### config.mk
export PLATFORM = sky130hd
export DESIGN_NAME = axi2wbm_bridge_flat
export DESIGN_NICKNAME = d
export VERILOG_FILES = /design/src/rtl/axi2wbm_bridge_if.sv /design/src/rtl/axi2wbm_bridge.sv /design/src/flat_wrapper.sv
export SDC_FILE = /design/constraint.sdc
export NUM_CORES = 1
export LEC_CHECK = 0
export CORE_MARGIN = 4
export CORE_UTILIZATION = 44
export DETAILED_ROUTE_END_ITERATION = 8
export PLACE_DENSITY = 0.83
export SYNTH_ARGS = -nofsm -noshare
export SYNTH_HDL_FRONTEND = slang
export SYNTH_SLANG_ARGS = --single-unit
### constraint.sdc
create_clock -name i_clk -period 16.4 [get_ports i_clk]
set_clock_uncertainty 0.1 [all_clocks]
set_input_delay 3.28 -clock i_clk [delete_from_list [all_inputs] [get_ports i_clk]]
set_output_delay 3.28 -clock i_clk [all_outputs]
set_load 0.02 [all_outputs]
### src/rtl/axi2wbm_bridge_if.sv
// axi2wbm_bridge_if
//   Bundles the AXI4 (full) slave-side channels and the pipelined Wishbone
//   master-side signals of axi2wbm_bridge.
//   Modports:
//     slave  - the bridge's view: AXI responder, Wishbone initiator
//     master - the environment's view: AXI initiator, Wishbone peripheral
//   Signal groups: AW, W, B, AR, R channels (i_axi_* / o_axi_*) and
//   Wishbone cyc/stb/we/addr/data/sel out, stall/ack/err/data in.
interface axi2wbm_bridge_if #(
    parameter int C_AXI_ID_WIDTH   = 1,
    parameter int C_AXI_DATA_WIDTH = 32,
    parameter int C_AXI_ADDR_WIDTH = 28
);
    localparam int IDW  = C_AXI_ID_WIDTH;
    localparam int DW   = C_AXI_DATA_WIDTH;
    localparam int SELW = DW / 8;
    localparam int AW   = C_AXI_ADDR_WIDTH - $clog2(SELW);

    // Write address channel
    logic                        i_axi_awvalid;
    logic                        o_axi_awready;
    logic [IDW-1:0]              i_axi_awid;
    logic [C_AXI_ADDR_WIDTH-1:0] i_axi_awaddr;
    logic [7:0]                  i_axi_awlen;
    logic [2:0]                  i_axi_awsize;
    logic [1:0]                  i_axi_awburst;
    logic                        i_axi_awlock;
    logic [3:0]                  i_axi_awcache;
    logic [2:0]                  i_axi_awprot;
    logic [3:0]                  i_axi_awqos;
    // Write data channel
    logic                        i_axi_wvalid;
    logic                        o_axi_wready;
    logic [DW-1:0]               i_axi_wdata;
    logic [SELW-1:0]             i_axi_wstrb;
    logic                        i_axi_wlast;
    // Write response channel
    logic                        o_axi_bvalid;
    logic                        i_axi_bready;
    logic [IDW-1:0]              o_axi_bid;
    logic [1:0]                  o_axi_bresp;
    // Read address channel
    logic                        i_axi_arvalid;
    logic                        o_axi_arready;
    logic [IDW-1:0]              i_axi_arid;
    logic [C_AXI_ADDR_WIDTH-1:0] i_axi_araddr;
    logic [7:0]                  i_axi_arlen;
    logic [2:0]                  i_axi_arsize;
    logic [1:0]                  i_axi_arburst;
    logic                        i_axi_arlock;
    logic [3:0]                  i_axi_arcache;
    logic [2:0]                  i_axi_arprot;
    logic [3:0]                  i_axi_arqos;
    // Read data channel
    logic                        o_axi_rvalid;
    logic                        i_axi_rready;
    logic [IDW-1:0]              o_axi_rid;
    logic [DW-1:0]               o_axi_rdata;
    logic [1:0]                  o_axi_rresp;
    logic                        o_axi_rlast;
    // Wishbone pipelined master
    logic                        o_wb_cyc;
    logic                        o_wb_stb;
    logic                        o_wb_we;
    logic [AW-1:0]               o_wb_addr;
    logic [DW-1:0]               o_wb_data;
    logic [SELW-1:0]             o_wb_sel;
    logic                        i_wb_stall;
    logic                        i_wb_ack;
    logic                        i_wb_err;
    logic [DW-1:0]               i_wb_data;

    modport slave (
        input  i_axi_awvalid, i_axi_awid, i_axi_awaddr, i_axi_awlen, i_axi_awsize,
               i_axi_awburst, i_axi_awlock, i_axi_awcache, i_axi_awprot, i_axi_awqos,
        output o_axi_awready,
        input  i_axi_wvalid, i_axi_wdata, i_axi_wstrb, i_axi_wlast,
        output o_axi_wready,
        output o_axi_bvalid, o_axi_bid, o_axi_bresp,
        input  i_axi_bready,
        input  i_axi_arvalid, i_axi_arid, i_axi_araddr, i_axi_arlen, i_axi_arsize,
               i_axi_arburst, i_axi_arlock, i_axi_arcache, i_axi_arprot, i_axi_arqos,
        output o_axi_arready,
        output o_axi_rvalid, o_axi_rid, o_axi_rdata, o_axi_rresp, o_axi_rlast,
        input  i_axi_rready,
        output o_wb_cyc, o_wb_stb, o_wb_we, o_wb_addr, o_wb_data, o_wb_sel,
        input  i_wb_stall, i_wb_ack, i_wb_err, i_wb_data
    );

    modport master (
        output i_axi_awvalid, i_axi_awid, i_axi_awaddr, i_axi_awlen, i_axi_awsize,
               i_axi_awburst, i_axi_awlock, i_axi_awcache, i_axi_awprot, i_axi_awqos,
        input  o_axi_awready,
        output i_axi_wvalid, i_axi_wdata, i_axi_wstrb, i_axi_wlast,
        input  o_axi_wready,
        input  o_axi_bvalid, o_axi_bid, o_axi_bresp,
        output i_axi_bready,
        output i_axi_arvalid, i_axi_arid, i_axi_araddr, i_axi_arlen, i_axi_arsize,
               i_axi_arburst, i_axi_arlock, i_axi_arcache, i_axi_arprot, i_axi_arqos,
        input  o_axi_arready,
        input  o_axi_rvalid, o_axi_rid, o_axi_rdata, o_axi_rresp, o_axi_rlast,
        output i_axi_rready,
        input  o_wb_cyc, o_wb_stb, o_wb_we, o_wb_addr, o_wb_data, o_wb_sel,
        output i_wb_stall, i_wb_ack, i_wb_err, i_wb_data
    );
endinterface

### src/rtl/axi2wbm_bridge.sv
// axi2wbm_bridge
//   AXI4 (full) slave to pipelined Wishbone master bridge. One burst in
//   flight at a time; each AXI beat becomes one single-word WB request, with
//   at most one WB request outstanding.
//   Ports:
//     i_clk   - bus clock
//     i_reset - synchronous active-high reset
//     bus     - axi2wbm_bridge_if.slave: AXI AW/W/B/AR/R channels and the
//               Wishbone cyc/stb/we/addr/data/sel, stall/ack/err/data signals
module axi2wbm_bridge #(
    parameter int C_AXI_ID_WIDTH   = 1,
    parameter int C_AXI_DATA_WIDTH = 32,
    parameter int C_AXI_ADDR_WIDTH = 28
) (
    input logic             i_clk,
    input logic             i_reset,
    axi2wbm_bridge_if.slave bus
);
    localparam int IDW  = C_AXI_ID_WIDTH;
    localparam int DW   = C_AXI_DATA_WIDTH;
    localparam int SELW = DW / 8;
    localparam int LSB  = $clog2(SELW);
    localparam int AW   = C_AXI_ADDR_WIDTH - LSB;

    typedef enum logic [2:0] {S_IDLE, S_WRITE, S_BRESP, S_READ, S_RDATA} state_t;

    state_t          state;
    logic            awready_r, arready_r, bvalid_r, rvalid_r;
    logic            cyc_r, stb_r, we_r;
    logic            last_rd_r;   // last grant was a read: a tie goes to the write
    logic            err_r;       // a WB error occurred somewhere in this burst
    logic            rlast_r;
    logic [IDW-1:0]  id_r;
    logic [AW-1:0]   addr_r;
    logic [7:0]      len_r, beat_r;
    logic [1:0]      burst_r;
    logic [DW-1:0]   wdata_r, rdata_r;
    logic [SELW-1:0] sel_r;
    logic [1:0]      rresp_r;

    logic grant_w, grant_r, w_hs, last_beat;
    logic unused_inputs;

    // FIXED holds the address; INCR and WRAP both step by one word.
    function automatic logic [AW-1:0] next_addr(input logic [AW-1:0] a, input logic [1:0] burst);
        return (burst == 2'b00) ? a : a + AW'(1);
    endfunction

    assign grant_w   = bus.i_axi_awvalid && (!bus.i_axi_arvalid || last_rd_r);
    assign grant_r   = bus.i_axi_arvalid && !grant_w;
    assign last_beat = (beat_r == len_r);
    // W beats are taken only while no WB request is pending.
    assign w_hs      = bus.i_axi_wvalid && (state == S_WRITE) && !cyc_r;

    always_ff @(posedge i_clk) begin
        if (i_reset) begin
            state     <= S_IDLE;
            awready_r <= 1'b0;
            arready_r <= 1'b0;
            bvalid_r  <= 1'b0;
            rvalid_r  <= 1'b0;
            cyc_r     <= 1'b0;
            stb_r     <= 1'b0;
            last_rd_r <= 1'b1;
        end else begin
            awready_r <= 1'b0;
            arready_r <= 1'b0;
            case (state)
                S_IDLE: begin
                    if (awready_r && bus.i_axi_awvalid) begin
                        id_r      <= bus.i_axi_awid;
                        addr_r    <= bus.i_axi_awaddr[C_AXI_ADDR_WIDTH-1:LSB];
                        len_r     <= bus.i_axi_awlen;
                        burst_r   <= bus.i_axi_awburst;
                        beat_r    <= 8'd0;
                        err_r     <= 1'b0;
                        last_rd_r <= 1'b0;
                        state     <= S_WRITE;
                    end else if (arready_r && bus.i_axi_arvalid) begin
                        id_r      <= bus.i_axi_arid;
                        addr_r    <= bus.i_axi_araddr[C_AXI_ADDR_WIDTH-1:LSB];
                        len_r     <= bus.i_axi_arlen;
                        burst_r   <= bus.i_axi_arburst;
                        beat_r    <= 8'd0;
                        err_r     <= 1'b0;
                        last_rd_r <= 1'b1;
                        cyc_r     <= 1'b1;
                        stb_r     <= 1'b1;
                        we_r      <= 1'b0;
                        sel_r     <= '1;
                        state     <= S_READ;
                    end else if (!awready_r && !arready_r) begin
                        // ready is a one-cycle pulse; the handshake lands next cycle
                        awready_r <= grant_w;
                        arready_r <= grant_r;
                    end
                end
                S_WRITE: begin
                    if (w_hs) begin
                        if (err_r) begin
                            // after an error, beats are drained without WB cycles
                            if (last_beat) begin
                                bvalid_r <= 1'b1;
                                state    <= S_BRESP;
                            end else begin
                                beat_r <= beat_r + 8'd1;
                            end
                        end else begin
                            cyc_r   <= 1'b1;
                            stb_r   <= 1'b1;
                            we_r    <= 1'b1;
                            wdata_r <= bus.i_axi_wdata;
                            sel_r   <= bus.i_axi_wstrb;
                        end
                    end
                    if (cyc_r) begin
                        if (!bus.i_wb_stall) stb_r <= 1'b0;
                        if (bus.i_wb_ack || bus.i_wb_err) begin
                            cyc_r <= 1'b0;
                            stb_r <= 1'b0;
                            if (bus.i_wb_err) err_r <= 1'b1;
                            if (last_beat) begin
                                bvalid_r <= 1'b1;
                                state    <= S_BRESP;
                            end else begin
                                beat_r <= beat_r + 8'd1;
                                addr_r <= next_addr(addr_r, burst_r);
                            end
                        end
                    end
                end
                S_BRESP: begin
                    if (bus.i_axi_bready) begin
                        bvalid_r <= 1'b0;
                        state    <= S_IDLE;
                    end
                end
                S_READ: begin
                    if (err_r) begin
                        rdata_r  <= '0;
                        rresp_r  <= 2'b10;
                        rlast_r  <= last_beat;
                        rvalid_r <= 1'b1;
                        state    <= S_RDATA;
                    end else if (cyc_r) begin
                        if (!bus.i_wb_stall) stb_r <= 1'b0;
                        if (bus.i_wb_ack || bus.i_wb_err) begin
                            cyc_r    <= 1'b0;
                            stb_r    <= 1'b0;
                            rlast_r  <= last_beat;
                            rvalid_r <= 1'b1;
                            state    <= S_RDATA;
                            if (bus.i_wb_err) begin
                                err_r   <= 1'b1;
                                rdata_r <= '0;
                                rresp_r <= 2'b10;
                            end else begin
                                rdata_r <= bus.i_wb_data;
                                rresp_r <= 2'b00;
                            end
                        end
                    end
                end
                S_RDATA: begin
                    if (bus.i_axi_rready) begin
                        rvalid_r <= 1'b0;
                        if (last_beat) begin
                            state <= S_IDLE;
                        end else begin
                            beat_r <= beat_r + 8'd1;
                            addr_r <= next_addr(addr_r, burst_r);
                            state  <= S_READ;
                            if (!err_r) begin
                                cyc_r <= 1'b1;
                                stb_r <= 1'b1;
                            end
                        end
                    end
                end
                default: state <= S_IDLE;
            endcase
        end
    end

    assign bus.o_axi_awready = awready_r;
    assign bus.o_axi_arready = arready_r;
    assign bus.o_axi_wready  = (state == S_WRITE) && !cyc_r;
    assign bus.o_axi_bvalid  = bvalid_r;
    assign bus.o_axi_bid     = id_r;
    assign bus.o_axi_bresp   = err_r ? 2'b10 : 2'b00;
    assign bus.o_axi_rvalid  = rvalid_r;
    assign bus.o_axi_rid     = id_r;
    assign bus.o_axi_rdata   = rdata_r;
    assign bus.o_axi_rresp   = rresp_r;
    assign bus.o_axi_rlast   = rlast_r;
    assign bus.o_wb_cyc      = cyc_r;
    assign bus.o_wb_stb      = stb_r;
    assign bus.o_wb_we       = we_r;
    assign bus.o_wb_addr     = addr_r;
    assign bus.o_wb_data     = wdata_r;
    assign bus.o_wb_sel      = sel_r;

    // Size, lock/cache/prot/qos, wlast and sub-word address bits carry no meaning here.
    assign unused_inputs = ^{bus.i_axi_awsize, bus.i_axi_awlock, bus.i_axi_awcache,
                             bus.i_axi_awprot, bus.i_axi_awqos, bus.i_axi_arsize,
                             bus.i_axi_arlock, bus.i_axi_arcache, bus.i_axi_arprot,
                             bus.i_axi_arqos, bus.i_axi_wlast,
                             bus.i_axi_awaddr[LSB-1:0], bus.i_axi_araddr[LSB-1:0]};
endmodule

### src/flat_wrapper.sv
// flat-port wrapper written by rule: the top's interface ports become plain ports
module axi2wbm_bridge_flat 
#(
    parameter int C_AXI_ID_WIDTH   = 1,
    parameter int C_AXI_DATA_WIDTH = 32,
    parameter int C_AXI_ADDR_WIDTH = 28
)
  (i_clk, i_reset, bus_i_axi_awvalid, bus_i_axi_awid, bus_i_axi_awaddr, bus_i_axi_awlen, bus_i_axi_awsize, bus_i_axi_awburst, bus_i_axi_awlock, bus_i_axi_awcache, bus_i_axi_awprot, bus_i_axi_awqos, bus_o_axi_awready, bus_i_axi_wvalid, bus_i_axi_wdata, bus_i_axi_wstrb, bus_i_axi_wlast, bus_o_axi_wready, bus_o_axi_bvalid, bus_o_axi_bid, bus_o_axi_bresp, bus_i_axi_bready, bus_i_axi_arvalid, bus_i_axi_arid, bus_i_axi_araddr, bus_i_axi_arlen, bus_i_axi_arsize, bus_i_axi_arburst, bus_i_axi_arlock, bus_i_axi_arcache, bus_i_axi_arprot, bus_i_axi_arqos, bus_o_axi_arready, bus_o_axi_rvalid, bus_o_axi_rid, bus_o_axi_rdata, bus_o_axi_rresp, bus_o_axi_rlast, bus_i_axi_rready, bus_o_wb_cyc, bus_o_wb_stb, bus_o_wb_we, bus_o_wb_addr, bus_o_wb_data, bus_o_wb_sel, bus_i_wb_stall, bus_i_wb_ack, bus_i_wb_err, bus_i_wb_data);
  axi2wbm_bridge_if #(.C_AXI_ID_WIDTH(C_AXI_ID_WIDTH), .C_AXI_DATA_WIDTH(C_AXI_DATA_WIDTH), .C_AXI_ADDR_WIDTH(C_AXI_ADDR_WIDTH)) bus_i ();
  input logic i_clk;
  input logic i_reset;
  input wire logic [$bits(bus_i.i_axi_awvalid)-1:0] bus_i_axi_awvalid;
  input wire logic [$bits(bus_i.i_axi_awid)-1:0] bus_i_axi_awid;
  input wire logic [$bits(bus_i.i_axi_awaddr)-1:0] bus_i_axi_awaddr;
  input wire logic [$bits(bus_i.i_axi_awlen)-1:0] bus_i_axi_awlen;
  input wire logic [$bits(bus_i.i_axi_awsize)-1:0] bus_i_axi_awsize;
  input wire logic [$bits(bus_i.i_axi_awburst)-1:0] bus_i_axi_awburst;
  input wire logic [$bits(bus_i.i_axi_awlock)-1:0] bus_i_axi_awlock;
  input wire logic [$bits(bus_i.i_axi_awcache)-1:0] bus_i_axi_awcache;
  input wire logic [$bits(bus_i.i_axi_awprot)-1:0] bus_i_axi_awprot;
  input wire logic [$bits(bus_i.i_axi_awqos)-1:0] bus_i_axi_awqos;
  output wire logic [$bits(bus_i.o_axi_awready)-1:0] bus_o_axi_awready;
  input wire logic [$bits(bus_i.i_axi_wvalid)-1:0] bus_i_axi_wvalid;
  input wire logic [$bits(bus_i.i_axi_wdata)-1:0] bus_i_axi_wdata;
  input wire logic [$bits(bus_i.i_axi_wstrb)-1:0] bus_i_axi_wstrb;
  input wire logic [$bits(bus_i.i_axi_wlast)-1:0] bus_i_axi_wlast;
  output wire logic [$bits(bus_i.o_axi_wready)-1:0] bus_o_axi_wready;
  output wire logic [$bits(bus_i.o_axi_bvalid)-1:0] bus_o_axi_bvalid;
  output wire logic [$bits(bus_i.o_axi_bid)-1:0] bus_o_axi_bid;
  output wire logic [$bits(bus_i.o_axi_bresp)-1:0] bus_o_axi_bresp;
  input wire logic [$bits(bus_i.i_axi_bready)-1:0] bus_i_axi_bready;
  input wire logic [$bits(bus_i.i_axi_arvalid)-1:0] bus_i_axi_arvalid;
  input wire logic [$bits(bus_i.i_axi_arid)-1:0] bus_i_axi_arid;
  input wire logic [$bits(bus_i.i_axi_araddr)-1:0] bus_i_axi_araddr;
  input wire logic [$bits(bus_i.i_axi_arlen)-1:0] bus_i_axi_arlen;
  input wire logic [$bits(bus_i.i_axi_arsize)-1:0] bus_i_axi_arsize;
  input wire logic [$bits(bus_i.i_axi_arburst)-1:0] bus_i_axi_arburst;
  input wire logic [$bits(bus_i.i_axi_arlock)-1:0] bus_i_axi_arlock;
  input wire logic [$bits(bus_i.i_axi_arcache)-1:0] bus_i_axi_arcache;
  input wire logic [$bits(bus_i.i_axi_arprot)-1:0] bus_i_axi_arprot;
  input wire logic [$bits(bus_i.i_axi_arqos)-1:0] bus_i_axi_arqos;
  output wire logic [$bits(bus_i.o_axi_arready)-1:0] bus_o_axi_arready;
  output wire logic [$bits(bus_i.o_axi_rvalid)-1:0] bus_o_axi_rvalid;
  output wire logic [$bits(bus_i.o_axi_rid)-1:0] bus_o_axi_rid;
  output wire logic [$bits(bus_i.o_axi_rdata)-1:0] bus_o_axi_rdata;
  output wire logic [$bits(bus_i.o_axi_rresp)-1:0] bus_o_axi_rresp;
  output wire logic [$bits(bus_i.o_axi_rlast)-1:0] bus_o_axi_rlast;
  input wire logic [$bits(bus_i.i_axi_rready)-1:0] bus_i_axi_rready;
  output wire logic [$bits(bus_i.o_wb_cyc)-1:0] bus_o_wb_cyc;
  output wire logic [$bits(bus_i.o_wb_stb)-1:0] bus_o_wb_stb;
  output wire logic [$bits(bus_i.o_wb_we)-1:0] bus_o_wb_we;
  output wire logic [$bits(bus_i.o_wb_addr)-1:0] bus_o_wb_addr;
  output wire logic [$bits(bus_i.o_wb_data)-1:0] bus_o_wb_data;
  output wire logic [$bits(bus_i.o_wb_sel)-1:0] bus_o_wb_sel;
  input wire logic [$bits(bus_i.i_wb_stall)-1:0] bus_i_wb_stall;
  input wire logic [$bits(bus_i.i_wb_ack)-1:0] bus_i_wb_ack;
  input wire logic [$bits(bus_i.i_wb_err)-1:0] bus_i_wb_err;
  input wire logic [$bits(bus_i.i_wb_data)-1:0] bus_i_wb_data;
  assign bus_i.i_axi_awvalid = bus_i_axi_awvalid;
  assign bus_i.i_axi_awid = bus_i_axi_awid;
  assign bus_i.i_axi_awaddr = bus_i_axi_awaddr;
  assign bus_i.i_axi_awlen = bus_i_axi_awlen;
  assign bus_i.i_axi_awsize = bus_i_axi_awsize;
  assign bus_i.i_axi_awburst = bus_i_axi_awburst;
  assign bus_i.i_axi_awlock = bus_i_axi_awlock;
  assign bus_i.i_axi_awcache = bus_i_axi_awcache;
  assign bus_i.i_axi_awprot = bus_i_axi_awprot;
  assign bus_i.i_axi_awqos = bus_i_axi_awqos;
  assign bus_o_axi_awready = bus_i.o_axi_awready;
  assign bus_i.i_axi_wvalid = bus_i_axi_wvalid;
  assign bus_i.i_axi_wdata = bus_i_axi_wdata;
  assign bus_i.i_axi_wstrb = bus_i_axi_wstrb;
  assign bus_i.i_axi_wlast = bus_i_axi_wlast;
  assign bus_o_axi_wready = bus_i.o_axi_wready;
  assign bus_o_axi_bvalid = bus_i.o_axi_bvalid;
  assign bus_o_axi_bid = bus_i.o_axi_bid;
  assign bus_o_axi_bresp = bus_i.o_axi_bresp;
  assign bus_i.i_axi_bready = bus_i_axi_bready;
  assign bus_i.i_axi_arvalid = bus_i_axi_arvalid;
  assign bus_i.i_axi_arid = bus_i_axi_arid;
  assign bus_i.i_axi_araddr = bus_i_axi_araddr;
  assign bus_i.i_axi_arlen = bus_i_axi_arlen;
  assign bus_i.i_axi_arsize = bus_i_axi_arsize;
  assign bus_i.i_axi_arburst = bus_i_axi_arburst;
  assign bus_i.i_axi_arlock = bus_i_axi_arlock;
  assign bus_i.i_axi_arcache = bus_i_axi_arcache;
  assign bus_i.i_axi_arprot = bus_i_axi_arprot;
  assign bus_i.i_axi_arqos = bus_i_axi_arqos;
  assign bus_o_axi_arready = bus_i.o_axi_arready;
  assign bus_o_axi_rvalid = bus_i.o_axi_rvalid;
  assign bus_o_axi_rid = bus_i.o_axi_rid;
  assign bus_o_axi_rdata = bus_i.o_axi_rdata;
  assign bus_o_axi_rresp = bus_i.o_axi_rresp;
  assign bus_o_axi_rlast = bus_i.o_axi_rlast;
  assign bus_i.i_axi_rready = bus_i_axi_rready;
  assign bus_o_wb_cyc = bus_i.o_wb_cyc;
  assign bus_o_wb_stb = bus_i.o_wb_stb;
  assign bus_o_wb_we = bus_i.o_wb_we;
  assign bus_o_wb_addr = bus_i.o_wb_addr;
  assign bus_o_wb_data = bus_i.o_wb_data;
  assign bus_o_wb_sel = bus_i.o_wb_sel;
  assign bus_i.i_wb_stall = bus_i_wb_stall;
  assign bus_i.i_wb_ack = bus_i_wb_ack;
  assign bus_i.i_wb_err = bus_i_wb_err;
  assign bus_i.i_wb_data = bus_i_wb_data;
  axi2wbm_bridge #(.C_AXI_ID_WIDTH(C_AXI_ID_WIDTH), .C_AXI_DATA_WIDTH(C_AXI_DATA_WIDTH), .C_AXI_ADDR_WIDTH(C_AXI_ADDR_WIDTH)) u_core (.i_clk(i_clk), .i_reset(i_reset), .bus(bus_i));
endmodule
Yosys cells after proc, flatten, opt, wreduce, memory -nomap -nowiden
Cells that the tools add are included.
Storage, ports and cells
  output and inout bits: 109
  logic and storage cells: 193
  input port bits: 187
  register bits after elaboration: 128
Cells by class
  reduce and logical (&&, ||, !) cells: 40
  bitwise gates (word level): 4
  add/sub/neg operators: 2
  eq/ne operators: 21
  multiplexer cells: 106
Operators by type and width (number)
  $mux 26: 7
  $mux 32: 3
  $mux 8: 11
  $pmux 26 s3: 1
  $mux 1: 51
  $mux 3: 13
  $add 26x1->26 const B: 1
  $pmux 8 s3: 1
  $reduce_and 6->1: 4
  $mux 4: 4
  $reduce_and 4->1: 4
  $pmux 3 s5: 1
  $mux 2: 7
  $ne 2x2->1 const B: 7
  $reduce_bool 2->1: 6
  $ne 2x1->1 const B: 5
  $ne 3x1->1 const B: 3
  $add 8x1->8 const B: 1
  $eq 8x8->1: 1
  $logic_and 1x1->1: 8
  $pmux 1 s4: 2
  $pmux 4 s2: 1
  $reduce_and 8->1: 1
  $eq 3x2->1 const B: 2
  other kinds (16): 28

Logic depth before layout (Yosys ltp)
Gate-level depths: netlist (run 1).
  depth after elaboration: 8
  gate-level depth with buffers: 8
  mapped depth without buffers: 7

Worst setup path before layout (run 1)
No wires, ideal clock.
  path type: input to register
  start point: input port bus_i_axi_wvalid
  end point: register u_core.wdata_r[0] (netlist: u_core.bus.o_wb_data[0]) (enable)
  arrival time: 6.814 ns
  path slack: 8.984 ns
  buffers on the path: 0
  stages: 2
  path through: or3b_2 -> nor4_1
On the way
  cells in the longest elaborated chain, start to end: 3
RTL lines
  start, declared: line flat_wrapper.sv:23  | input wire logic [$bits(bus_i.i_axi_wvalid)-1:0] bus_i_axi_wvalid;
  $logic_and 1x1->1 (2 in a row): line axi2wbm_bridge.sv:53  | assign w_hs = bus.i_axi_wvalid && (state == S_WRITE) && !cyc_r;
  $reduce_and 4->1 (no source line)
  end signal, assigned: line axi2wbm_bridge.sv:112  | wdata_r <= bus.i_axi_wdata;
  end, declared: line axi2wbm_bridge.sv:37  | logic [DW-1:0] wdata_r, rdata_r;
No other way between the ends.
A chain may end at the register's enable or synchronous reset.

Final worst setup path (run 1)
  start point: input port bus_i_axi_awvalid
  end point: register u_core.addr_r[1] (netlist: u_core.bus.o_wb_addr[1]) (enable)
On the way
  cells in the longest elaborated chain, start to end: 3
RTL lines
  start, declared: line flat_wrapper.sv:12  | input wire logic [$bits(bus_i.i_axi_awvalid)-1:0] bus_i_axi_awvalid;
  $logic_and 1x1->1: line axi2wbm_bridge.sv:70  | if (awready_r && bus.i_axi_awvalid) begin
  $ne 3x1->1 (no source line)
  $reduce_and 6->1 (no source line)
  end signal, assigned: line axi2wbm_bridge.sv:72  | addr_r <= bus.i_axi_awaddr[C_AXI_ADDR_WIDTH-1:LSB];
  end signal, assigned: line axi2wbm_bridge.sv:81  | addr_r <= bus.i_axi_araddr[C_AXI_ADDR_WIDTH-1:LSB];
  end signal, assigned: line axi2wbm_bridge.sv:127  | addr_r <= next_addr(addr_r, burst_r);
  end, declared: line axi2wbm_bridge.sv:34  | logic [AW-1:0] addr_r;
No other way between the ends.

==> results of run 1 <==
-- cells in the final DEF, fill, tap and decap left out, types with 3 or more instances in the layout --
master | synthesis | layout
clkdlybuf4s50_1 | 0 | 258
edfxtp_1 | 117 | 117
nand2_1 | 35 | 35
and2_1 | 34 | 34
a21oi_1 | 29 | 28
and3_1 | 21 | 21
xor2_1 | 21 | 21
a211oi_1 | 20 | 20
nand3_1 | 18 | 18
o21ai_0 | 18 | 18
nor2_1 | 19 | 18
clkbuf_16 | 0 | 17
mux2_2 | 13 | 13
inv_1 | 12 | 12
xnor2_1 | 11 | 11
dfxtp_1 | 10 | 10
mux2i_1 | 9 | 9
nand4_1 | 8 | 8
nor3_1 | 8 | 8
a31oi_1 | 7 | 7
buf_4 | 4 | 7
nand2b_1 | 6 | 6
clkbuf_1 | 17 | 5
a22oi_1 | 4 | 4
nor2b_1 | 3 | 3
o311ai_0 | 3 | 3
o211ai_1 | 3 | 3
nor4_2 | 2 | 3
or3b_2 | 3 | 3
nor4_1 | 4 | 3
bufinv_16 | 0 | 3
clkbuf_8 | 0 | 3
clkinv_2 | 0 | 3
-- layer usage --
metal,GRT usage,vias up,share of wire
li1,-,2416,-
met1,0.2437,2373,0.36
met2,0.3779,260,0.52
met3,0.06816,45,0.088
met4,0.08770,0,0.029
met5,0,-,0
-- power groups by stage --
| stage | Clock, W | Combinational, W | Sequential [W] |
|---|---|---|---|
| 2_1_floorplan | 0 | 0.0000915 | 0.000414 |
| 3_3_place_gp | 0 | 0.000177 | 0.000409 |
| 3_5_place_dp | 0 | 0.000182 | 0.000411 |
| 4_1_cts | 0.000386 | 0.000183 | 0.000404 |
| 5_1_grt | 0.000402 | 0.000200 | 0.000408 |
| 6_report | 0.000379 | 0.000184 | 0.000405 |
-- metrics by stage --
| stage | instance area [um2] | cells | utilization | hold slack, ns | power [W] |
|---|---|---|---|---|---|
| floorplan | 6111 | 507 | - | 0.3973 | 0.0005059 |
| global placement | 8845 | 918 | 0.6600 | 0.3734 | 0.0005856 |
| detailed placement | 8845 | 918 | 0.6600 | 0.3783 | 0.0005930 |
| CTS | 9443 | 950 | 0.7047 | 0.4054 | 0.0009735 |
| global route | 9443 | 950 | 0.7047 | 0.4480 | 0.001010 |
| finish | 9443 | 950 | 0.7047 | 0.4032 | 0.0009678 |
-- critical path, delay by kind of cell --
kind	cells	cell delay, ns
AND/OR/NAND/NOR	3	1.44
buffers and inverters	3	1.05
AO/OA/AOI/OAI	2	0.37
-- flip-flops by register name, summed over array words and instances, names as in the netlist --
name                      flops
u_core.bus.o_axi_rdata       32
u_core.bus.o_axi_bid          1
u_core.bus.o_axi_arready      1
u_core.state                  3
u_core.len_r                  8
u_core.bus.o_axi_awready      1
u_core.bus.o_axi_rlast        1
u_core.bus.o_wb_we            1
u_core.bus.o_wb_stb           1
u_core.err_r                  1
u_core.bus.o_axi_bvalid       1
u_core.bus.o_wb_data         32
u_core.beat_r                 8
u_core.bus.o_wb_cyc           1
u_core.bus.o_wb_addr         26
u_core.bus.o_axi_rvalid       1
u_core.bus.o_axi_rresp        1
u_core.last_rd_r              1
u_core.burst_r                2
u_core.bus.o_wb_sel           4
-- cell families (layout without fill, tap and decap cells) --
kind of cell,count (synthesis),after routing,share of synthesized area
AO/OA/AOI/OAI,101,101,0.1061
AND/OR/NAND/NOR,178,178,0.1645
XOR/XNOR,32,32,0.04589
other,1,2,0.0006140
multiplexers,22,22,0.03872
adder cells (fa/ha/maj),2,2,0.004097
buffers and inverters,43,310,0.03196
flip-flops,127,127,0.6081
-- cell type report --
cell class / instances / share of cell area
Clock inverter: 7 / 0.01193
Clock buffer: 25 / 0.05141
Sequential cell: 127 / 0.3933
Multi-Input combinational cell: 337 / 0.2353
Timing Repair Buffer: 265 / 0.2791
Tap cell: 176 / 0.02332
Inverter: 13 / 0.005698
-- path summary, 6_finish.rpt --
path | startpoint | end | slack [ns]
worst min-delay path | u_core.bus.o_axi_rvalid$_SDFFE_PP0P_ | u_core.bus.o_axi_rvalid$_SDFFE_PP0P_ | 0.40
worst max-delay path | bus_i_axi_awvalid | u_core.bus.o_wb_addr[1]$_DFFE_PP_ | 10.24
worst min register to register | u_core.bus.o_axi_rvalid$_SDFFE_PP0P_ | u_core.bus.o_axi_rvalid$_SDFFE_PP0P_ | 0.40
worst max register to register | u_core.bus.o_axi_awready$_SDFF_PP0_ | u_core.bus.o_wb_addr[1]$_DFFE_PP_ | 12.98
==> results.cfg, run 1 <==
[status]
status = finished clean

[placed_design]
pre_cts_ws_ns = 9.816
gp_congestion = 0.9000
hpwl_mm = 12.89
buffer_ports.inserted = 258

[clocking]
clkSinkCount = 127
htreeDepth = 4
root_buffer = clkbuf_16
clk_pin_slew_ns = 0.05
cts_inserted_buffers = 17
cts_tree = yes
post_cts_buffers = 0
insertion_delay_ns = 0.41
cts_resized = 0
cts_hold_buf = 0
ctsLongestPathBuffers = 2

[drt]
vias = 5094
drt_iter0_drc = 699
viasPerCell = 5.362
avgRoutedWirePerCell_um = 18.17
antenna_left = 0
drt-total-wl_mm = 17.26
firstDrtPassIters = 5
route.detailed.drc = 0

[critical_path]
max_stage_delay_ns = 1.08
crit_chain = clkdlybuf4s50_1 -> buf_4 -> a22o_1 -> nor2_1 -> o22ai_1 -> nor3b_1 -> and3_1 -> buf_4
path_class = primary input to flip-flop
critical-path-slowest-cell = nor3b_1
reg2reg_depth = 6
end_kind = flip-flop
crit_top_cell = buf_4
cp.arrival_ns = 6.14
cp-start-kind = primary input
crit_required_ns = 16.37
crit_fanout = 26

[hold_path]
holdPathStages = 2
hold_path.class = flip-flop to flip-flop

[synthesis]
synth-async-reset-ratio = 0
synth_top_area_frac = 0.5753
ys_ff_latch = 127
yosys.area.top_type = edfxtp_1
seq_area_frac_synth = 0.6081
synth_cell_types = 63
synth.most_common_cell = edfxtp_1
synthCells = 506
synth_area_um2 = 6107
ys.flop_type = edfxtp_1
syn_area_per_cell_um2 = 12.07
ys_top_cells_by_count = 117 x edfxtp_1, 35 x nand2_1, 34 x and2_1
synth_edf_count = 117
ys_warn_count = 0
yosys-top-cells-area = edfxtp_1 58%, and2_1 3.5%, dfxtp_1 3.3%

[timing]
tns_ns = 0
slew_violations = 0
tightestPinTransition_ns = 1.335
rsz0062_at_grt = false
min_period_ns = 6.164
period_share = 0.3758
worst_slack_ns = 10.24
hold_violations = 0
slew_headroom = 0.1081
setup_viol = 0
fmax_mhz = 162.2

[layout]
syn2layout_area_growth_pct = 54.62
diodes = 0
multi_input_area_um2 = 2222
fill_cells = 965
drive_above_1_share = 0.08140
seq_area_um2 = 3714
fin_nets = 950

[pwr]
swShare = 0.2541
clkPwrFrac = 0.392
p_leak_nw = 3.351
ir_drop_mv = 0.06284
switchingPower_w = 0.0002459
internal-power_w = 0.0007219
power_frac_comb = 0.190
p_per_area_nw_per_um2 = 102.5
seq_power_share = 0.418

[floorplan]
dieHeight_um = 125.8
fp.dieW_um = 125.8
initial_core_util = 0.4557
dieArea_um2 = 15830
rows = 42
pin_count = 296
coreArea_um2 = 13400

[grt]
grt_usage = 0.2153
grt_max_degree = 59
grt_antenna_before_repair = 0
grt_pass1_wl_mm = 26.96
grt_pass1_vias = 5121
grt_overflow = 0

[job]
maxCapViolations = 0
Note: power is estimated with default switching activity, not from simulation.
==> inputs of run 2 (changes only) <==
--- a/config.mk
+++ b/config.mk
@@ -6,9 +6,9 @@
 export NUM_CORES = 1
 export LEC_CHECK = 0
 export CORE_MARGIN = 4
-export CORE_UTILIZATION = 44
+export CORE_UTILIZATION = 41
 export DETAILED_ROUTE_END_ITERATION = 8
-export PLACE_DENSITY = 0.83
+export PLACE_DENSITY = 0.78
 export SYNTH_ARGS = -nofsm -noshare
 export SYNTH_HDL_FRONTEND = slang
 export SYNTH_SLANG_ARGS = --single-unit
==> constraint.sdc (replaced) <==
create_clock -name i_clk -period 5.9 [get_ports i_clk]
set_clock_uncertainty 0.1 [all_clocks]
set_input_delay 1.18 -clock i_clk [delete_from_list [all_inputs] [get_ports i_clk]]
set_output_delay 1.18 -clock i_clk [all_outputs]
set_load 0.02 [all_outputs]
==> results.cfg, run 2 (same netlist as run 1, synthesis figures left out) <==
[status]
status = finished clean

[pwr]
seq_power_share = 0.420
p_leak_nw = 3.338
internal-power_w = 0.001937
p_per_area_nw_per_um2 = 281.9
switchingPower_w = 0.0007260
clkPwrFrac = 0.387
swShare = 0.2726
power_frac_comb = 0.194
ir_drop_mv = 0.3081

[floorplan]
dieHeight_um = 130.0
rows = 44
dieArea_um2 = 16910
initial_core_util = 0.4186
coreArea_um2 = 14590
fp.dieW_um = 130.0
pin_count = 296

[drt]
route.detailed.drc = 0
antenna_left = 0
drt_iter0_drc = 471
vias = 5072
firstDrtPassIters = 5
avgRoutedWirePerCell_um = 17.42
viasPerCell = 5.289
drt-total-wl_mm = 16.70

[critical_path]
crit_fanout = 15
end_kind = output pin
crit_required_ns = 4.62
cp.arrival_ns = 2.68
cp-start-kind = flip-flop
path_class = flip-flop to output pin

[timing]
hold_violations = 0
tightestPinTransition_ns = 1.191
setup_viol = 0
tns_ns = 0
period_share = 0.6710
rsz0062_at_grt = false
worst_slack_ns = 1.941
slew_headroom = 0.2061
min_period_ns = 3.959
fmax_mhz = 252.6
slew_violations = 0

[layout]
design_area_um2 = 9448
drive_above_1_share = 0.08903
final_cell_mix = 258 x clkdlybuf4s50_1, 117 x edfxtp_1, 35 x nand2_1, 34 x and2_1, 28 x a21oi_1
fin_nets = 951
fill_cells = 1101
diodes = 0
layout_commonest_cell = clkdlybuf4s50_1
final_util = 0.6476
syn2layout_area_growth_pct = 54.70

[placed_design]
gp_congestion = 0.9090
hpwl_mm = 12.33
buffer_ports.inserted = 258
place_area_um2 = 8862
pre_cts_ws_ns = 1.667

[job]
maxCapViolations = 0

[clocking]
cts_inserted_buffers = 17
clk_pin_slew_ns = 0.06
cts_resized = 0
ctsLongestPathBuffers = 2
htreeDepth = 4
root_buffer = clkbuf_16
cts_hold_buf = 0
insertion_delay_ns = 0.42
clkSinkCount = 127
cts_tree = yes
post_cts_buffers = 0

[grt]
grt_max_degree = 58
grt_pass1_wl_mm = 25.00
grt_antenna_before_repair = 0
grt_pass1_vias = 5023
grt_usage = 0.1910
grt_overflow = 0

[hold_path]
hold_path.class = flip-flop to flip-flop
[run 2: stage by stage]
stage,hold slack (ns),total power [W],std cells
after floorplan,0.3973,0.001406,507
after global placement,0.3760,0.001632,927
after detailed placement,0.3880,0.001651,927
after CTS,0.3950,0.002686,959
after global routing,0.4039,0.002783,959
final,0.3888,0.002663,959
[run 2: final cells by class]
class                      count  area [um2]  area share
clock buffer                  17       425.4     0.04503
clock inverter                15       160.2     0.01695
inverter                      13       53.80    0.005695
multi-input combinational    337        2222      0.2352
sequential                   127        3714      0.3931
tap                          184       230.2     0.02437
timing repair buffer         266        2643      0.2797
[run 2: worst max-delay path: stages (launching register included)]
cell,delay (ns)
dfxtp_1,0.60
nor2b_1,0.61
nand2_1,0.24
nor2_1,0.16
clkdlybuf4s50_1,0.65
[run 2: path summary, 6_finish.rpt]
path / startpoint / end / slack [ns] / cells after the start
worst min-delay path: u_core.bus.o_axi_rvalid$_SDFFE_PP0P_ / u_core.bus.o_axi_rvalid$_SDFFE_PP0P_ / 0.39 / 2
worst max register to register: u_core.state[1]$_SDFFE_PP0P_ / u_core.bus.o_wb_addr[20]$_DFFE_PP_ / 2.88 / 5
worst min register to register: u_core.bus.o_axi_rvalid$_SDFFE_PP0P_ / u_core.bus.o_axi_rvalid$_SDFFE_PP0P_ / 0.39 / 2
worst max-delay path: u_core.state[0]$_SDFFE_PP0P_ / bus_o_axi_wready / 1.94 / 4
[run 2: power by group through the flow]
stage | logic [W] | clock network, W | registers, W
floorplan | 0.000254 | 0 | 0.00115
global placement | 0.000500 | 0 | 0.00113
detailed placement | 0.000516 | 0 | 0.00113
CTS | 0.000519 | 0.00105 | 0.00112
global route | 0.000563 | 0.00109 | 0.00113
finish | 0.000516 | 0.00103 | 0.00112
[run 2: routing by layer]
layer,up-vias,track usage,wire length [um]
met1,2417,0.2177,6116
met4,0,0.07213,363
met3,27,0.06181,1367
met2,215,0.3343,8856
met5,-,0,0
li1,2413,-,-
==> inputs of run 3 (changes only) <==
--- a/config.mk
+++ b/config.mk
@@ -6,9 +6,9 @@
 export NUM_CORES = 1
 export LEC_CHECK = 0
 export CORE_MARGIN = 4
-export CORE_UTILIZATION = 41
+export CORE_UTILIZATION = 37
 export DETAILED_ROUTE_END_ITERATION = 8
-export PLACE_DENSITY = 0.78
+export PLACE_DENSITY = 0.74
 export SYNTH_ARGS = -nofsm -noshare
 export SYNTH_HDL_FRONTEND = slang
 export SYNTH_SLANG_ARGS = --single-unit
==> constraint.sdc (replaced) <==
create_clock -name i_clk -period 3.6 [get_ports i_clk]
set_clock_uncertainty 0.1 [all_clocks]
set_input_delay 0.72 -clock i_clk [delete_from_list [all_inputs] [get_ports i_clk]]
set_output_delay 0.72 -clock i_clk [all_outputs]
set_load 0.02 [all_outputs]
==> results.cfg, run 3 (same netlist as run 1, synthesis figures left out) <==
[critical_path]
reg2reg_depth = 5
r2r_start = u_core.state[0]$_SDFFE_PP0P_
cp-start-kind = flip-flop
path_class = flip-flop to output pin
r2r_end = u_core.bus.o_wb_addr[19]$_DFFE_PP_
crit_required_ns = 2.78
cp.arrival_ns = 2.16
crit_fanout = 15
r2r_setup_slack_ns = 1.07
end_kind = output pin

[pwr]
swShare = 0.2730
p_per_area_nw_per_um2 = 460.3
power_frac_comb = 0.201
clkPwrFrac = 0.385
power_w = 0.004394
switchingPower_w = 0.001199
seq_power_share = 0.413
ir_drop_mv = 0.3740
p_leak_nw = 3.381
internal-power_w = 0.003194

[layout]
drive_above_1_share = 0.09487
final_cell_mix = 258 x clkdlybuf4s50_1, 117 x edfxtp_1, 34 x nand2_1, 34 x and2_1, 28 x a21oi_1
final_util = 0.5967
syn2layout_area_growth_pct = 56.32
fin_nets = 956
layout_commonest_cell = clkdlybuf4s50_1
design_area_um2 = 9547
diodes = 0

[placed_design]
place_area_um2 = 8964
hpwl_mm = 13.04
buffer_ports.inserted = 258
gp_congestion = 0.8515

[timing]
tns_ns = 0
slew_violations = 0
period_share = 0.8268
setup_viol = 0
tightestPinTransition_ns = 0.6857
min_period_ns = 2.976
fmax_mhz = 336.0
rsz0062_at_grt = false
hold_violations = 0
slew_headroom = 0.5414

[grt]
grt_antenna_before_repair = 0
grt_usage = 0.1796
grt_overflow = 0
grt_max_degree = 41
grt_pass1_vias = 5175
grt_pass1_wl_mm = 26.01

[job]
maxCapViolations = 0

[drt]
viasPerCell = 5.101
avgRoutedWirePerCell_um = 17.29
vias = 5081
drt-total-wl_mm = 17.23
drt_iter0_drc = 289
route.detailed.drc = 0
firstDrtPassIters = 5
antenna_left = 0

[floorplan]
dieArea_um2 = 18630
rows = 46
dieHeight_um = 136.5
pin_count = 296
fp.dieW_um = 136.5
coreArea_um2 = 16000
initial_core_util = 0.3817

[hold_path]
hold_start = u_core.bus.o_axi_rvalid$_SDFFE_PP0P_
holdPathStages = 2
hold_end = u_core.bus.o_axi_rvalid$_SDFFE_PP0P_
hold_path.class = flip-flop to flip-flop

[clocking]
cts_inserted_buffers = 17
cts_tree = yes
post_cts_buffers = 0
clk_pin_slew_ns = 0.06
insertion_delay_ns = 0.41
root_buffer = clkbuf_16
cts_resized = 0
htreeDepth = 4
cts_hold_buf = 0
ctsLongestPathBuffers = 2
clkSinkCount = 127

[status]
status = finished clean
run 3: stage by stage:
stage	hold WS [ns]	instances	setup WS (ns)
2_1_floorplan	0.3973	507	0.09514
3_3_place_gp	0.3743	964	0.6724
3_5_place_dp	0.3993	964	0.6428
4_1_cts	0.4111	996	0.5832
5_1_grt	0.4631	996	0.4523
6_report	0.4021	996	0.6236
run 3: routing by layer:
| layer | track usage | vias to the layer above | wire [um] |
|---|---|---|---|
| met5 | 0 | - | 0 |
| met4 | 0.06271 | 0 | 273 |
| met3 | 0.05218 | 22 | 1360 |
| met2 | 0.3237 | 221 | 9298 |
| met1 | 0.2014 | 2412 | 6293 |
| li1 | - | 2426 | - |
run 3: how the worst max path moves through the flow:
stage,from,endpoint,slack [ns]
2_1_floorplan,bus_i_axi_wvalid,u_core.bus.o_wb_data[0]$_DFFE_PP_,0.1
3_3_place_gp,bus_i_axi_awvalid,u_core.bus.o_wb_addr[11]$_DFFE_PP_,0.67
3_5_place_dp,bus_i_axi_awvalid,u_core.bus.o_wb_addr[11]$_DFFE_PP_,0.64
4_1_cts,u_core.state[0]$_SDFFE_PP0P_,bus_o_axi_wready,0.58
5_1_grt,u_core.state[0]$_SDFFE_PP0P_,bus_o_axi_wready,0.45
6_report,u_core.state[0]$_SDFFE_PP0P_,bus_o_axi_wready,0.62
run 3: power groups by stage:
stage | sequential (W) | clock [W] | combinational (W)
finish | 0.00182 | 0.00169 | 0.000885
global route | 0.00183 | 0.00180 | 0.000961
CTS | 0.00181 | 0.00172 | 0.000889
detailed placement | 0.00184 | 0 | 0.000884
global placement | 0.00184 | 0 | 0.000860
floorplan | 0.00189 | 0 | 0.000418
run 3: final cells by class:
cell class / instances / area [um2]
well taps: 216 / 270.3
inverters: 13 / 53.80
fillers: 1325 / 6454
flip-flops and latches: 127 / 3714
clock buffers: 17 / 425.4
multi-input cells: 337 / 2233
repair buffers: 271 / 2693
clock inverters: 15 / 157.7
run 3: worst max-delay path: stages, from the launching register on:
cell	delay [ns]
dfxtp_1	0.61
nor2b_1	0.24
nand2_1	0.14
nor2_1	0.13
clkdlybuf4s50_1	0.63
